$ cat config.mk
export PLATFORM = sky130hd
export DESIGN_NAME = reg_write_arbiter
export DESIGN_NICKNAME = d
export VERILOG_FILES = /design/src/rtl/reg_write_arbiter_pkg.sv /design/src/rtl/reg_write_arbiter_rr_pick.sv /design/src/rtl/reg_write_arbiter.sv
export SDC_FILE = /design/constraint.sdc
export NUM_CORES = 1
export LEC_CHECK = 0
export BUFFER_PORTS_ARGS = -buffer_cell sky130_fd_sc_hd__buf_2
export CORE_MARGIN = 1.5
export CORE_UTILIZATION = 40
export DETAILED_ROUTE_END_ITERATION = 8
export GPL_TIMING_DRIVEN = 1
export PLACE_DENSITY_LB_ADDON = 0.3
export SETUP_SLACK_MARGIN = 0.1
export SYNTH_ARGS = -nofsm -noshare
export SYNTH_HDL_FRONTEND = slang
export SYNTH_SLANG_ARGS = --single-unit
$ cat constraint.sdc
create_clock -name clk -period 1.6 [get_ports clk]
set_input_delay 0.24 -clock clk [delete_from_list [all_inputs] [get_ports clk]]
set_output_delay 0.24 -clock clk [all_outputs]
set_load 0.1 [all_outputs]
$ cat src/rtl/reg_write_arbiter_pkg.sv
// Shared types for the round-robin register-bank write arbiter:
// FSM state encoding and the grant index width helper.
package reg_write_arbiter_pkg;

  typedef enum logic [1:0] {
    IDLE  = 2'd0,
    WRITE = 2'd1,
    ACK   = 2'd2
  } state_t;

  // Index width for n requesters; never below one bit.
  function automatic int gid_w(input int n);
    return (n <= 2) ? 1 : $clog2(n);
  endfunction

  localparam int NREQ_DEFAULT = 4;
  localparam int GID_W        = gid_w(NREQ_DEFAULT);

endpackage

$ cat src/rtl/reg_write_arbiter_rr_pick.sv
// Combinational round-robin selector: first set req bit at or after
// (ptr+1) mod NREQ wins.
module rr_pick
  import reg_write_arbiter_pkg::*;
#(
  parameter int NREQ = 4,
  parameter int GW   = gid_w(NREQ)
) (
  input  logic [NREQ-1:0] req,
  input  logic [GW-1:0]   ptr,
  output logic            valid,
  output logic [GW-1:0]   idx
);

  logic [GW-1:0] cand [NREQ];

  genvar gi;
  generate
    for (gi = 0; gi < NREQ; gi++) begin : g_cand
      assign cand[gi] = GW'((int'(ptr) + gi + 1) % NREQ);
    end
  endgenerate

  // Walk from the farthest candidate back so the nearest one to ptr wins.
  always_comb begin
    valid = 1'b0;
    idx   = '0;
    for (int k = NREQ - 1; k >= 0; k--) begin
      if (req[cand[k]]) begin
        valid = 1'b1;
        idx   = cand[k];
      end
    end
  end

endmodule

$ cat src/rtl/reg_write_arbiter.sv
// Round-robin write arbiter in front of an enable-gated register bank.
// Optional burst mode (lock port, beat counter) under REG_WRITE_ARBITER_BURST_EN.
module reg_write_arbiter
  import reg_write_arbiter_pkg::*;
#(
  parameter int NREQ  = 4,
  parameter int WIDTH = 8
`ifdef REG_WRITE_ARBITER_BURST_EN
  , parameter int BURST_MAX = 4
`endif
) (
  input  logic                    clk,
  input  logic                    reset,
  input  logic [NREQ-1:0]         req,
`ifdef REG_WRITE_ARBITER_BURST_EN
  input  logic [NREQ-1:0]         lock,
`endif
  input  logic [NREQ*WIDTH-1:0]   wdata,
  output logic                    en_out,
  output logic [WIDTH-1:0]        d_out,
  output logic [NREQ-1:0]         ack,
  output logic [gid_w(NREQ)-1:0]  grant_id,
  output logic                    busy
);

  localparam int GW = gid_w(NREQ);

  state_t            state_reg, state_next;
  logic [GW-1:0]     gid_reg, gid_next;
  logic [GW-1:0]     ptr_reg, ptr_next;
  logic              en_reg;
  logic [WIDTH-1:0]  d_reg, d_next;
  logic [NREQ-1:0]   ack_reg, ack_next;
  logic              busy_reg;
  logic              pick_valid;
  logic [GW-1:0]     pick_idx;
  logic [WIDTH-1:0]  wd [NREQ];
`ifdef REG_WRITE_ARBITER_BURST_EN
  logic [3:0]        cnt_reg, cnt_next;
`endif

  genvar gi;
  generate
    for (gi = 0; gi < NREQ; gi++) begin : g_wd
      assign wd[gi] = wdata[gi*WIDTH +: WIDTH];
    end
  endgenerate

  rr_pick #(.NREQ(NREQ), .GW(GW)) u_pick (
    .req   (req),
    .ptr   (ptr_reg),
    .valid (pick_valid),
    .idx   (pick_idx)
  );

  always_comb begin
    state_next = state_reg;
    gid_next   = gid_reg;
    ptr_next   = ptr_reg;
`ifdef REG_WRITE_ARBITER_BURST_EN
    cnt_next   = cnt_reg;
`endif
    case (state_reg)
      IDLE: begin
        if (pick_valid) begin
          state_next = WRITE;
          gid_next   = pick_idx;
        end
      end
      WRITE: state_next = ACK;
      ACK: begin
`ifdef REG_WRITE_ARBITER_BURST_EN
        // Stay on the same grantee; ptr only moves once the burst is over.
        if (lock[gid_reg] && req[gid_reg] && (cnt_reg < 4'(BURST_MAX - 1))) begin
          state_next = WRITE;
          cnt_next   = cnt_reg + 4'd1;
        end else begin
          state_next = IDLE;
          ptr_next   = gid_reg;
          cnt_next   = '0;
        end
`else
        state_next = IDLE;
        ptr_next   = gid_reg;
`endif
      end
      default: state_next = IDLE;
    endcase
  end

  // Outputs are registered from next-state so they line up with the state.
  always_comb begin
    d_next   = d_reg;
    ack_next = '0;
    if (state_next == WRITE) d_next = wd[gid_next];
    if (state_next == ACK) ack_next[gid_next] = 1'b1;
  end

  always_ff @(posedge clk or negedge reset) begin
    if (!reset) begin
      state_reg <= IDLE;
      gid_reg   <= '0;
      ptr_reg   <= GW'(NREQ - 1);
      en_reg    <= 1'b0;
      d_reg     <= '0;
      ack_reg   <= '0;
      busy_reg  <= 1'b0;
`ifdef REG_WRITE_ARBITER_BURST_EN
      cnt_reg   <= '0;
`endif
    end else begin
      state_reg <= state_next;
      gid_reg   <= gid_next;
      ptr_reg   <= ptr_next;
      en_reg    <= (state_next == WRITE);
      d_reg     <= d_next;
      ack_reg   <= ack_next;
      busy_reg  <= (state_next != IDLE);
`ifdef REG_WRITE_ARBITER_BURST_EN
      cnt_reg   <= cnt_next;
`endif
    end
  end

  assign en_out   = en_reg;
  assign d_out    = d_reg;
  assign ack      = ack_reg;
  assign grant_id = gid_reg;
  assign busy     = busy_reg;

endmodule

# After elaboration in Yosys (flattened, before gate mapping)
# Index checks and enable logic that the tools add are counted.
[word_totals] reg_bits=20 inputBits=38 out_inout_bits=16 elab_cells=54
[classes] add_sub_neg=6 n_lt_le_gt_ge=7 eq_ne=4 mux=26 n_bitwise=1 n_reduce_logical=3
[ops] cell="8-bit binary-select mux with 2-bit select" n=1
[ops] cell="8-bit two-way mux" n=2
[ops] cell="2-bit by 3-bit less-than comparator with 1-bit output (second input constant)" n=5
[ops] cell="2-bit two-way mux" n=7
[ops] cell="2-bit adder (second input constant)" n=5
[ops] cell="1-bit two-way mux" n=9
[ops] cell="1-bit binary-select mux with 2-bit select" n=4
[ops] cell="2-bit by 1-bit equality test with 1-bit output (second input constant)" n=2
[ops] cell="2-bit equality test (second input constant)" n=2
[ops] cell="4-bit two-way mux" n=1
[ops] cell="2-bit one-hot mux with 2 select lines" n=1
[ops] cell="3-bit >= comparator (second input constant)" n=1
[ops] cell="2-bit NOT with 3-bit output" n=1
[ops] cell="2-bit by 1-bit adder with 2-bit output (second input constant)" n=1
[ops] cell="1-bit demux with 2-bit select" n=1
[ops] cell="2-bit by 1-bit >= comparator with 1-bit output (second input constant)" n=1
[ops] cell="2-bit logical NOT" n=1
[ops] cell="2-bit nonzero test" n=1
[ops] cell="1-bit logical AND" n=1

# Longest topological paths before layout
# Gate-level depths: netlist of run 1.
[depth] word_depth=15 mapped_depth=7 depth_no_buf=5

# Modules after synthesis
# A second synthesis of run 1 with hierarchy kept.
[hier_totals] cells_unflattened=67 hier_area_um2=992.2
[by_module_without_submodules] module="reg_write_arbiter" instances=1 cells_per_inst=53 area_each_um2=908.4 seq_area_each_um2=503.0
[by_module_without_submodules] module="rr_pick" instances=1 cells_per_inst=14 area_each_um2=83.8 seq_area_each_um2=0.0

# Worst setup path after synthesis of run 1
# Ideal clock, no wire load.
[synth_timing] path_type="register -> register" start="reg ptr_reg[1]" end="reg d_reg[4], in the netlist d_out[4]" setup_time_ns=0.094 arrival_time_ns=1.496 required_time_ns=1.506 setup_slack_ns=0.010 stages_incl_launch_ff=8 path_buffers=2 period_less_slack_ns=1.590 path_cell_list="dfstp_2 nand2_1 a21oi_2 o211a_1 buf_6 buf_8 a21oi_1 a221oi_2"
[synth_between] elab_chain_cells=14 elab_cells_between_ends=31 cone_classes="add/sub (6); eq/ne (1); mux (23); bitwise (1)"
[synth_rtl] item="start: declaration" line="reg_write_arbiter.sv:30" source="logic [GW-1:0] ptr_reg, ptr_next;"
[synth_rtl] item="start signal: assignment" line="reg_write_arbiter.sv:103" source="ptr_reg <= GW'(NREQ - 1);"
[synth_rtl] item="start signal: assignment" line="reg_write_arbiter.sv:114" source="ptr_reg <= ptr_next;"
[synth_rtl] item="2-bit adder (2 in series)" line="reg_write_arbiter_rr_pick.sv:20" source="assign cand[gi] = GW'((int'(ptr) + gi + 1) % NREQ);"
[synth_rtl] item="1-bit binary-select mux with 2-bit select" line="reg_write_arbiter_rr_pick.sv:29" source="if (req[cand[k]]) begin"
[synth_rtl] item="1-bit two-way mux (implied by the code)" line="reg_write_arbiter_rr_pick.sv:29"
[synth_rtl] item="2-bit two-way mux or 1-bit two-way mux (tied branches) (4 in series)" line="reg_write_arbiter_rr_pick.sv:29"
[synth_rtl] item="2-bit two-way mux" line="reg_write_arbiter.sv:65" source="if (pick_valid) begin"
[synth_rtl] item="2-bit two-way mux" line="reg_write_arbiter.sv:63" source="case (state_reg)"
[synth_rtl] item="2-bit NOT with 3-bit output (implied by the code)" line="reg_write_arbiter.sv:95" source="if (state_next == WRITE) d_next = wd[gid_next];"
[synth_rtl] item="8-bit binary-select mux with 2-bit select" line="reg_write_arbiter.sv:95"
[synth_rtl] item="8-bit two-way mux (implied by the code) (2 in series)" line="reg_write_arbiter.sv:95"
[synth_rtl] item="end signal: assignment" line="reg_write_arbiter.sv:116" source="d_reg <= d_next;"
[synth_rtl] item="end: declaration" line="reg_write_arbiter.sv:32" source="logic [WIDTH-1:0] d_reg, d_next;"
# Parallel ways exist; a longest one is shown, timed or not. The select of a mux whose other input is x is not followed.
# A chain may end at the register's enable or synchronous reset.

# Worst setup path after layout of run 1
# Ends and elaborated chain as after synthesis.

==> flow_summary.toml, run 1 <==
[cells_and_area]
fin_nets = 207
final_cell_count_no_fill = 198
max_ffs_per_register = 8
fill_cell_count = 220
area_delta_synth_final_pct = 46.1
antennaDiodeCount = 0
post-route-cell-area_um2 = 1560
fraction_of_layout_instances_using_a_drive_strength_above_1_pct = 57.7

[sta]
max_slew_margin_pct = 67.8
post-route-period-util_pct = 101
timing.final.ws_setup_ns = -0.00952
worst_pin_slew_ns = 0.486
rsz0062_at_grt = "true"
hold_viol = 0
layout_min_cycle_time_ns = 1.61
setup-violations-final = 3
timing.fmax_mhz = 621
final_max_slew_viol_count = 0
worst_clock_skew_ns = 0.00569

[critical_path]
timing.setup.critical_path_class = "flop to flop"
number_of_cell_instances_on_the_worst_register_to_register_path = 6
critPathMaxFanout = 12
cp_capture_type = "flop"
setup.reg_to_reg.worst_slack_ns = -0.01
cp.required_ns = 1.81
critical_path_arrival_ns = 1.81
crit_start = "ptr_reg[1]"
timing.rr.end = "d_out[4]"
worstSetupStartpointType = "flop"
rr_startpoint = "ptr_reg[1]"

[grt]
global_route.usage.total_pct = 18.9
grt_first_pass_wirelength_um = 4060
grt_max_degree = 21
grt.overflow.total = 0
antenna_found_initial = 0
grt_pass1_vias = 936

[worst_hold_path]
hold_start = "wdata[25]"
hold_removal_path_class = "input pin to flop"
worst_hold_path.endpoint = "d_out[1]"
min_path_cells = 3

[cts]
clk_transition_reported_paths_ns = 0.11
tritoncts = "done"
worstSkewPairLatency_ns = 0.29
clock_tree.root_cell = "sky130_fd_sc_hd__clkbuf_4"
clock_sinks = 20
numCtsBuffers = 3
clock_tree.buffer_depth = 2
ctsHtreeMaxLevel = 1

[route]
viasPerCell = 5.19
drcViolationCount = 0
postRouteWirelength_um = 2670
final_antenna_net_count = 0
drtPass1Iterations = 4
drt_iter0_markers = 10
post_drt_wl_per_cell_um = 13.5
route.vias.total = 1027

[floorplanning]
io_pins = 54
die-area_um2 = 2980
dieWidth_um = 54.6
core-area_um2 = 2500
std_cell_rows = 18
initial_core_util_pct = 42.6
die_height_um = 54.6

[yosys]
synth_compound_gate_area_share_pct = 23.7
post_synth_inst_count = 99
synthXorXnorAreaFrac_pct = 0
yosysSeqAreaShare_pct = 47.2
yosys_warnings = 0
postSynthAreaPerCell_um2 = 10.8
yosys.area_share.simple_pct = 15.6
synth_cell_type_count = 26
synth-seq-cells = 20
synthesis.area_um2 = 1070
synth_top_family_by_area = "compound AO/OA/AOI/OAI gates"
yosys-mux-area-fraction_pct = 8.57
synth_adder_area_share_pct = 0
synthesis.nets = 137

[placement]
dpl_worst_slack_ns = -0.0993
cell_area_placed_um2 = 1440
dp_cells = 190
port_buffers = 53
hpwl_um = 2040
routability_congestion_estimate = 0.762

[outcome]
run_status = "finished with violations"
violations_in_the_final_reports = "negative setup slack"

[job]
maxCapViolCount = 0
-- routing by layer --
layer,up-vias,global-route usage (%),share of wire (%)
met5,-,0,0
met2,21,32.3,52
met1,506,25.0,45
met3,2,1.64,2.9
li1,498,-,-
met4,0,6.25,0.75
-- metrics by stage --
step / hold slack (ns) / TNS (ns) / util (%)
after floorplan: -0.0556 / 0 / -
after global placement: 0.205 / -0.498 / 57.6
after detailed placement: 0.208 / -0.903 / 57.6
after CTS: 0.193 / -0.168 / 61.2
after global routing: 0.187 / -0.654 / 62.3
final: 0.197 / -0.0130 / 62.3
-- synth_stat cells --
| cell | n | area, um^2 |
|---|---|---|
| sky130_fd_sc_hd__o21ai_0 | 2 | 10.0 |
| sky130_fd_sc_hd__a21oi_2 | 2 | 17.5 |
| sky130_fd_sc_hd__nor3_1 | 2 | 10.0 |
| sky130_fd_sc_hd__mux2_2 | 1 | 11.3 |
| sky130_fd_sc_hd__nor2_1 | 11 | 41.3 |
| sky130_fd_sc_hd__a21o_1 | 2 | 15.0 |
| sky130_fd_sc_hd__o211a_1 | 1 | 10.0 |
| sky130_fd_sc_hd__nor4_1 | 1 | 6.26 |
| sky130_fd_sc_hd__and2_1 | 1 | 6.26 |
| sky130_fd_sc_hd__inv_1 | 3 | 11.3 |
| sky130_fd_sc_hd__dfrtp_1 | 18 | 450 |
| sky130_fd_sc_hd__o211ai_1 | 1 | 7.51 |
| sky130_fd_sc_hd__o22ai_1 | 1 | 6.26 |
| sky130_fd_sc_hd__mux2i_1 | 8 | 80.1 |
| sky130_fd_sc_hd__buf_8 | 1 | 15.0 |
| sky130_fd_sc_hd__a21oi_1 | 9 | 45.0 |
| sky130_fd_sc_hd__clkbuf_1 | 1 | 3.75 |
| sky130_fd_sc_hd__nand2_1 | 13 | 48.8 |
| sky130_fd_sc_hd__nor3_2 | 1 | 10.0 |
| sky130_fd_sc_hd__dfstp_2 | 2 | 52.6 |
| sky130_fd_sc_hd__nand2b_1 | 3 | 18.8 |
| sky130_fd_sc_hd__buf_6 | 2 | 22.5 |
| sky130_fd_sc_hd__nor2b_1 | 3 | 18.8 |
| sky130_fd_sc_hd__and3_1 | 1 | 6.26 |
| sky130_fd_sc_hd__o211ai_4 | 1 | 21.3 |
| sky130_fd_sc_hd__a221oi_2 | 8 | 120 |
-- repair_timing --
item	4_1_cts	5_1_grt
buffers inserted	2	1
endpoints found under the hold margin	18	0
pin swaps	5	5
endpoints found under the setup margin	13	14
gates resized for setup	6	5
hold buffers	1	0
-- critical path, cell delays in order, from the launching register on --
cell and delay [ns]:
sky130_fd_sc_hd__dfstp_2 0.60, sky130_fd_sc_hd__nand2_2 0.08, sky130_fd_sc_hd__a21o_1 0.18, sky130_fd_sc_hd__o211a_4 0.16, sky130_fd_sc_hd__buf_12 0.15, sky130_fd_sc_hd__mux2i_2 0.15
sky130_fd_sc_hd__a221oi_2 0.21
-- placed cells by master, fill, tap and decap left out --
master,instances
sky130_fd_sc_hd__a21o_1,2
sky130_fd_sc_hd__nand2_2,3
sky130_fd_sc_hd__a21oi_2,2
sky130_fd_sc_hd__o21ai_0,2
sky130_fd_sc_hd__mux2i_2,3
sky130_fd_sc_hd__buf_2,53
sky130_fd_sc_hd__clkbuf_8,1
sky130_fd_sc_hd__a21oi_1,8
sky130_fd_sc_hd__nor3_4,1
sky130_fd_sc_hd__clkbuf_4,3
sky130_fd_sc_hd__dlygate4sd3_1,1
sky130_fd_sc_hd__o211ai_1,1
sky130_fd_sc_hd__buf_6,2
sky130_fd_sc_hd__o211a_4,1
sky130_fd_sc_hd__nor3_1,2
sky130_fd_sc_hd__a21oi_4,1
sky130_fd_sc_hd__mux2_2,1
sky130_fd_sc_hd__o211ai_4,1
sky130_fd_sc_hd__a221oi_2,8
sky130_fd_sc_hd__nand2b_1,3
sky130_fd_sc_hd__nor2_1,11
sky130_fd_sc_hd__inv_1,3
sky130_fd_sc_hd__buf_4,12
sky130_fd_sc_hd__dfstp_2,2
sky130_fd_sc_hd__dfrtp_1,18
sky130_fd_sc_hd__and3_1,1
sky130_fd_sc_hd__buf_12,1
sky130_fd_sc_hd__nor2b_1,3
sky130_fd_sc_hd__nor4_1,1
sky130_fd_sc_hd__mux2i_1,5
sky130_fd_sc_hd__nand2_1,10
sky130_fd_sc_hd__and2_2,1
sky130_fd_sc_hd__o22ai_2,1
-- how the worst max path moves through the flow --
stage | endpoint | slack [ns] | depth (start not counted)
global route | d_out[4] | -0.09 | 6
CTS | d_out[4] | -0.04 | 6
finish | d_out[4] | -0.01 | 6
global placement | d_out[6] | -0.06 | 5
detailed placement | d_out[3] | -0.1 | 6
floorplan | d_out[2] | 0.02 | 7
-- logic make-up after synthesis --
| family | after synthesis |
|---|---|
| compound gates | 27 |
| buf+inv | 7 |
| flops | 20 |
| mux | 9 |
| simple gates | 36 |
-- final cells by class --
class	count	area (um^2)	share of cell area [%]
clock buffers	4	36.3	2.33
repair buffers	69	408	26.2
inverters	3	11.3	0.723
well taps	30	37.5	2.41
flip-flops and latches	20	503	32.3
multi-input cells	72	562	36.1
Power of run 1 is not shown: default switching activity piles up to over one toggle a cycle in this logic, so the estimate is an artifact.
==> inputs of run 2 (changes only) <==
--- a/config.mk
+++ b/config.mk
@@ -7,10 +7,11 @@
 export LEC_CHECK = 0
 export BUFFER_PORTS_ARGS = -buffer_cell sky130_fd_sc_hd__buf_2
 export CORE_MARGIN = 1.5
-export CORE_UTILIZATION = 40
+export CORE_UTILIZATION = 44
 export DETAILED_ROUTE_END_ITERATION = 8
 export GPL_TIMING_DRIVEN = 1
 export PLACE_DENSITY_LB_ADDON = 0.3
+export RECOVER_POWER = 25
 export SETUP_SLACK_MARGIN = 0.1
 export SYNTH_ARGS = -nofsm -noshare
 export SYNTH_HDL_FRONTEND = slang
==> constraint.sdc (replaced) <==
create_clock -name clk -period 1.8 [get_ports clk]
set_input_delay 0.36 -clock clk [delete_from_list [all_inputs] [get_ports clk]]
set_output_delay 0.36 -clock clk [all_outputs]
set_load 0.1 [all_outputs]
==> run 2 against run 1 <==
The run now ends clean. Critical path depth is the same. First-iteration DRC count rose by 20%. Clock skew increased by 0.0039 ns. Wire length up 0.67%. Utilization increased by 4.4 points. Die area down 8.6%. Maximum frequency is 2.5% lower. Sequential share of layout area rose by 1.2 points. Via count fell by 6.8%. Non-clock buffer count is 6 lower. Worst setup slack better by 0.16 ns. Critical path type unchanged. Highest routed layer unchanged.
==> flow_summary.toml, run 2 (synthesized netlist as in run 1, its figures left out) <==
[cts]
ctsHtreeMaxLevel = 1
clock_tree.root_cell = "sky130_fd_sc_hd__clkbuf_4"
numCtsBuffers = 3
clk_transition_reported_paths_ns = 0.11
tritoncts = "done"
clock_tree.buffer_depth = 2
clock_sinks = 20
worstSkewPairLatency_ns = 0.30

[placement]
cell_area_placed_um2 = 1370
hpwl_um = 1970
dpl_worst_slack_ns = -0.00581
routability_congestion_estimate = 0.751
port_buffers = 53

[critical_path]
timing.critical_path.slowest_stage_cell = "sky130_fd_sc_hd__dfstp_2"
cp_cell_sequence = "nand2_1 -> a21oi_2 -> o211a_4 -> buf_6 -> a21oi_1 -> a221oi_2"
cp.required_ns = 2.02
number_of_cell_instances_on_the_worst_register_to_register_path = 6
timing.setup.critical_path_class = "flop to flop"
worstSetupStartpointType = "flop"
crit_family = "compound AO/OA/AOI/OAI gates"
critical_path_arrival_ns = 1.87
critPathMaxFanout = 5
cp_capture_type = "flop"
count_of_cell_instances_traversed_by_the_critical_path = 6
critical-path-max-stage-delay_ns = 0.57
worstPathBufferInverterCount = 1

[sta]
worst_pin_slew_ns = 1.06
fin_setup_tns_ns = 0
timing.hold.ws_ns = 0.295
timing.fmax_mhz = 606
max_slew_margin_pct = 29.3
post-route-period-util_pct = 91.7
timing.final.ws_setup_ns = 0.149
worst_clock_skew_ns = 0.00963
hold_viol = 0
setup-violations-final = 0
rsz0062_at_grt = "true"
layout_min_cycle_time_ns = 1.65
final_max_slew_viol_count = 0

[route]
route.vias.total = 957
post_drt_wl_per_cell_um = 14.1
final_antenna_net_count = 0
drcViolationCount = 0
drtPass1Iterations = 4
postRouteWirelength_um = 2690
drt_iter0_markers = 12
viasPerCell = 5.04

[floorplanning]
die-area_um2 = 2730
die_height_um = 52.2
core-area_um2 = 2250
io_pins = 54
initial_core_util_pct = 47.3
dieWidth_um = 52.2
std_cell_rows = 17

[grt]
grt_max_degree = 21
grt.overflow.total = 0
global_route.usage.total_pct = 19.6
antenna_found_initial = 0
grt_pass1_vias = 883
grt_first_pass_wirelength_um = 3840

[cells_and_area]
post-route-cell-area_um2 = 1500
max_ffs_per_register = 8
fin_nets = 201
area_delta_synth_final_pct = 41.1
fraction_of_layout_instances_using_a_drive_strength_above_1_pct = 53.1
antennaDiodeCount = 0
layout_commonest_cell = "sky130_fd_sc_hd__buf_2"
layout.cells.most_common_list = "sky130_fd_sc_hd__buf_2 (51), sky130_fd_sc_hd__dfrtp_1 (18), sky130_fd_sc_hd__nand2_1 (13)"

[job]
maxCapViolCount = 0

[worst_hold_path]
hold_removal_path_class = "input pin to flop"
min_path_cells = 3

[outcome]
run_status = "complete, no violations"
-- run 2: cell type report --
type	count	area [um^2]
fill	193	751
timing repair buffer	63	369
clock buffer	4	36.3
tap	28	35.0
sequential	20	503
inverter	3	11.3
multi-input combinational	72	549
-- run 2: worst paths after layout --
| kind | start | end | slack, ns |
|---|---|---|---|
| max | ptr_reg[1] | d_out[7] | 0.15 |
| min | wdata[30] | d_out[6] | 0.29 |
| max reg2reg | ptr_reg[1] | d_out[7] | 0.15 |
| min reg2reg | grant_id[0] | ptr_reg[0] | 0.53 |
| max in group asynchronous | reset | state_reg[1] | 0.39 |
| min in group asynchronous | reset | state_reg[0] | 0.77 |
-- run 2: stage by stage --
stage	instances	utilization, %
after floorplan	99	-
after global placement	182	60.8
after detailed placement	182	60.8
after CTS	187	63.0
after global routing	190	66.7
final	190	66.7
-- run 2: worst min-delay path, cell delays in order --
cell and delay, ns:
sky130_fd_sc_hd__buf_2 0.09, sky130_fd_sc_hd__nand2_1 0.06, sky130_fd_sc_hd__a221oi_2 0.05
-- run 2: timing repair --
| item | in CTS | in global routing |
|---|---|---|
| endpoints found under the setup margin | 5 | 10 |
| setup buffers | 0 | 2 |
| pin swaps | 0 | 4 |
| hold buffers | 1 | 0 |
| resized for setup | 2 | 9 |
| hold endpoints to repair | 18 | 0 |
| cloned | 0 | 1 |
-- run 2: per-layer routing --
| metal | global-route usage (%) | routed length (um) | vias to the layer above |
|---|---|---|---|
| li1 | - | - | 484 |
| met1 | 25.8 | 1180 | 441 |
| met2 | 31.4 | 1360 | 27 |
| met3 | 2.57 | 94 | 5 |
| met4 | 10.3 | 51 | 0 |
| met5 | 0 | 0 | - |
Power of run 2 is left out for the same reason.
